$ cat config.mk
export PLATFORM = sky130hd
export DESIGN_NAME = vga_timing_gen
export DESIGN_NICKNAME = d
export VERILOG_FILES = /design/src/rtl/vga_timing_gen.sv
export SDC_FILE = /design/constraint.sdc
export NUM_CORES = 1
export LEC_CHECK = 0
export BUFFER_PORTS_ARGS = -buffer_cell sky130_fd_sc_hd__buf_4
export CAP_MARGIN = 20
export CORE_UTILIZATION = 40
export DETAILED_ROUTE_END_ITERATION = 8
export PLACE_DENSITY_LB_ADDON = 0.05
export SYNTH_ARGS = -nofsm -noshare
export SYNTH_HDL_FRONTEND = slang
export SYNTH_SLANG_ARGS = --single-unit
$ cat constraint.sdc
create_clock -name clock -period 2.57 [get_ports clock]
set_input_delay 0.1285 -clock clock [delete_from_list [all_inputs] [get_ports clock]]
set_output_delay 0.1285 -clock clock [all_outputs]
set_load 0.01 [all_outputs]
$ cat src/rtl/vga_timing_gen.sv
// Raster timing generator: free-running h/v counters decoded into syncs, blanking, coordinates, map address and strobes.
// Latency: all outputs registered, one clock behind the counter state they decode, mutually aligned.
// Backpressure: none; the raster free-runs, and reset restarts it at (0,0).
module vga_timing_gen #(
    parameter int   H_ACTIVE    = 640,
    parameter int   H_FP        = 16,
    parameter int   H_SYNC      = 96,
    parameter int   H_BP        = 48,
    parameter int   V_ACTIVE    = 480,
    parameter int   V_FP        = 10,
    parameter int   V_SYNC      = 2,
    parameter int   V_BP        = 33,
    parameter logic SYNC_POL    = 1'b0,
    parameter int   SCALE_SHIFT = 2
) (
    input  logic        clock,
    input  logic        reset,
    output logic        horiz_sync,
    output logic        vert_sync,
    output logic        video_on,
    output logic [10:0] pixel_column,
    output logic [10:0] pixel_row,
    output logic [13:0] world_addr,
    output logic        line_start,
    output logic        frame_start
);

    localparam int H_TOTAL = H_ACTIVE + H_FP + H_SYNC + H_BP;
    localparam int V_TOTAL = V_ACTIVE + V_FP + V_SYNC + V_BP;

    localparam logic [10:0] H_LAST = 11'(H_TOTAL - 1);
    localparam logic [10:0] V_LAST = 11'(V_TOTAL - 1);
    localparam logic [10:0] H_VIS  = 11'(H_ACTIVE);
    localparam logic [10:0] V_VIS  = 11'(V_ACTIVE);
    localparam logic [10:0] HS_BEG = 11'(H_ACTIVE + H_FP);
    localparam logic [10:0] HS_END = 11'(H_ACTIVE + H_FP + H_SYNC - 1);
    localparam logic [10:0] VS_BEG = 11'(V_ACTIVE + V_FP);
    localparam logic [10:0] VS_END = 11'(V_ACTIVE + V_FP + V_SYNC - 1);

    logic [10:0] hcnt;
    logic [10:0] vcnt;
    logic        vis;
    logic        hs_act;
    logic        vs_act;

    // vcnt only moves on the last column, so h-wrap and v-wrap land on the same edge.
    always_ff @(posedge clock or posedge reset) begin
        if (reset) begin
            hcnt <= '0;
            vcnt <= '0;
        end else if (hcnt == H_LAST) begin
            hcnt <= '0;
            vcnt <= (vcnt == V_LAST) ? 11'd0 : vcnt + 11'd1;
        end else begin
            hcnt <= hcnt + 11'd1;
        end
    end

    assign vis    = (hcnt < H_VIS) && (vcnt < V_VIS);
    assign hs_act = (hcnt >= HS_BEG) && (hcnt <= HS_END);
    assign vs_act = (vcnt >= VS_BEG) && (vcnt <= VS_END);

    // Decoding the current counters into one register stage keeps every output on the same pixel.
    always_ff @(posedge clock or posedge reset) begin
        if (reset) begin
            horiz_sync   <= ~SYNC_POL;
            vert_sync    <= ~SYNC_POL;
            video_on     <= 1'b0;
            pixel_column <= '0;
            pixel_row    <= '0;
            world_addr   <= '0;
            line_start   <= 1'b0;
            frame_start  <= 1'b0;
        end else begin
            horiz_sync   <= hs_act ? SYNC_POL : ~SYNC_POL;
            vert_sync    <= vs_act ? SYNC_POL : ~SYNC_POL;
            video_on     <= vis;
            pixel_column <= hcnt;
            pixel_row    <= vcnt;
            world_addr   <= vis ? {7'(vcnt >> SCALE_SHIFT), 7'(hcnt >> SCALE_SHIFT)} : 14'd0;
            line_start   <= (hcnt == 11'd0);
            frame_start  <= (hcnt == 11'd0) && (vcnt == 11'd0);
        end
    end

endmodule

==> qor.txt <==
ANT nets after route = 0
Die X = 78.8 µm
Sw Share = 18.8%
Final period util = 80.1%
Synth Instances = 187
CTS buffer count = 9
# rows = 27
Layout net count = 243
Status = finished clean
Pre-antenna DRT Iters = 4
Vias per std cell = 4.92
Clock Tree Root = clkbuf_8
Worst-path maximum fanout = 11
Synth cell count leaders = dfrtp_1 (61), and2_1 (15), nand3_1 (10), nor2_1 (10), inv_1 (9)
Clock Latency Late Sink = 0.33 ns
Initial antenna violation count = 0
Fin crit period = 2.06 ns
Sequential cell area fraction in the yosys report = 67.0%
Clk pwr share = 48.4%
Cell Area, Synth = 0.00236 mm²
Synthesized flop and latch total = 63
Adder-cell share of the synthesized area = 2.12%
Die area = 0.00620 mm²
Yosys cell types = 35
Hold_buf cts = 0
Average footprint of a synthesized cell = 12.6 µm²
Setup crit end kind = flip-flop
Post-CTS Resized = 0
Drt total wl = 4.32 mm
DR WL/cell = 13.8 µm
Synth-to-Final Area Change = 26.3%
Max Cap Violations = 0
Top-area cell type share of the netlist area = 64.8%
Synth Net Count = 193
Mux cell area share after synthesis = 0%
Sequential share of power = 50.6%
CP Capture Point = vcnt[10]
CP Launch Point = hcnt[7]
Post-synth EDFFs = 0
Final hold vios = 0
Pin count of the biggest net entering global routing = 64
Required @ worst endpoint = 2.82 ns
Vias in the first global route = 1,546
Int Pwr = 1.59 mW
First-pass GRT wire length = 7.47 mm
Final setup TNS = 0 ns
Largest family of logic cells by synthesized area = simple AND/OR/NAND/NOR gates
RR Endpoint = vcnt[10]
Maximum vdd drop = 368 µV
Top FF cell, synth = dfrtp_1
Synthesis Warnings = 0
Starting Density = 42.0%
Post-synth ARST share = 100%
Achievable Freq = 0.486 GHz
Proportion of layout cells with a drive suffix above 1 = 26.9%
H-tree depth = 3
CP Class = flip-flop to flip-flop
Design Area, Final = 0.00298 mm²
Leading area contributor after synthesis = dfrtp_1
# clock sinks = 63
Flop2flop setup slack = 0.51 ns
Crit path launch type = flip-flop
Switch Pwr = 0.369 mW
Cell Pwr Density = 659 mW/mm²
Critical Path AT = 2.31 ns
Dpl cells = 298
GR Util All Layers = 16.2%
Least-Margin Pin Slew = 0.753 ns
Slew HR = 49.8%
Antenna cell count = 0
RePlAce Congestion = 0.846
Standby leakage power = 1.47 nW
Count leader, synth = dfrtp_1
Synth Area in XOR/XNOR = 4.83%
Vias = 1,546
Overflow after GRT = 0
Top cells by area, synth = dfrtp_1 (65%), and2_1 (4.0%), xor2_1 (2.6%)
DRC violations left = 0
CTS tree = built
I/O Buffers = 42
Core area = 0.00561 mm²
Detailed Route Iter0 Violations = 130
Finished Layout Cells = 314
Die H = 78.8 µm
Comb pwr share = 1.0%
Worst Clk Skew = 0.0110 ns
IO Count = 43
Setup violations, final = 0
CTS Buffer Depth = 2
RSZ-0062 raised after global routing = false
Placed cell area = 0.00275 mm²
Hpwl dp = 2.88 mm
Post-Synth Simple-Gate Area = 19.3%
Clock-pin slew on the worst setup and hold paths = 0.07 ns
FF-to-FF Start = hcnt[7]
Hold Path Class = input port to asynchronous set/reset pin
Compound-cell area share of the yosys netlist = 4.03%
Slew Viols, Final = 0
R2r worst-path depth = 4
Buffers inserted by post-CTS timing repair = 0
-- cell type report --
class                   count  area (µm²)
inverters                   9        33.8
flip-flops and latches     63        1580
fillers                   513        2630
well taps                  72        90.1
clock inverters             3        65.1
repair buffers             45         338
clock buffers              13         159
multi-input cells         109         713
-- worst min-delay path by stage --
stage                      end  depth (start not counted)
2_1_floorplan  pixel_column[4]                          0
3_3_place_gp     world_addr[3]                          3
3_5_place_dp     world_addr[3]                          3
6_report       pixel_column[6]                          3
5_1_grt          world_addr[3]                          3
4_1_cts        pixel_column[6]                          3
-- power by group through the flow --
| stage | Clock (mW) | Combinational [mW] | Sequential [mW] |
|---|---|---|---|
| final | 0.949 | 0.0201 | 0.992 |
| after detailed placement | 0 | 0.0219 | 1.01 |
| after global routing | 1.02 | 0.0243 | 0.991 |
| after global placement | 0 | 0.0212 | 1.01 |
| after floorplan | 0 | 0.0144 | 1.01 |
| after CTS | 0.971 | 0.0219 | 0.992 |
-- cell usage in the layout (no fill, tap or decap), types with 2 or more instances in the layout --
| cell | count |
|---|---|
| dfrtp_1 | 61 |
| buf_4 | 45 |
| and3_1 | 2 |
| and2_1 | 15 |
| nor2_1 | 10 |
| nand4_1 | 7 |
| bufinv_16 | 2 |
| or3_1 | 2 |
| xor2_1 | 7 |
| dfstp_2 | 2 |
| nand2_1 | 8 |
| ha_1 | 4 |
| and4_1 | 3 |
| o21ai_0 | 5 |
| xnor2_1 | 6 |
| a21oi_1 | 5 |
| clkbuf_8 | 11 |
| clkbuf_1 | 2 |
| nor4_1 | 5 |
| nand3_1 | 10 |
| nor3_1 | 6 |
| inv_1 | 8 |
-- state kept, by name, summed over array words and instances, names as in the netlist --
| signal | flops |
|---|---|
| frame_start | 1 |
| world_addr | 14 |
| pixel_row | 11 |
| hcnt | 11 |
| line_start | 1 |
| pixel_column | 11 |
| vcnt | 11 |
| vert_sync | 1 |
| video_on | 1 |
| horiz_sync | 1 |
-- cells by family (layout without fill, tap and decap cells) --
logic type                 Yosys count  in the layout
and+or+nand+nor                     76             76
DFF                                 63             63
AOI/OAI and AO/OA                   16             16
buffers and inverters               15             70
xor gates and xnor gates            13             13
adders and majority gates            4              4
-- stage by stage --
stage	setup WS, ns	utilization [%]	power, mW	hold WS, ns
6_report	0.511	53.1	1.96	0.0192
5_1_grt	0.358	53.1	2.03	0.0955
4_1_cts	0.495	53.1	1.98	0.0462
3_5_place_dp	0.501	49.1	1.03	0.404
3_3_place_gp	0.546	49.1	1.03	0.390
2_1_floorplan	0.601	-	1.02	0.352
-- layer usage --
metal	vias up	GRT usage (%)	part of all wire [%]	routed length, µm
met5	-	0	0	0
met4	0	9.44	1.7	74
met3	9	4.02	6.2	268
met2	52	24.0	46	1970
met1	742	21.5	46	2010
li1	743	-	-	-
-- worst max-delay path, cell delays in order, from the launching register on --
cell	delay [ns]
dfrtp_1	0.50
or4_4	0.58
or3_4	0.45
nor4_4	0.29
xor2_1	0.16
Power figures use the tool's default switching activity.
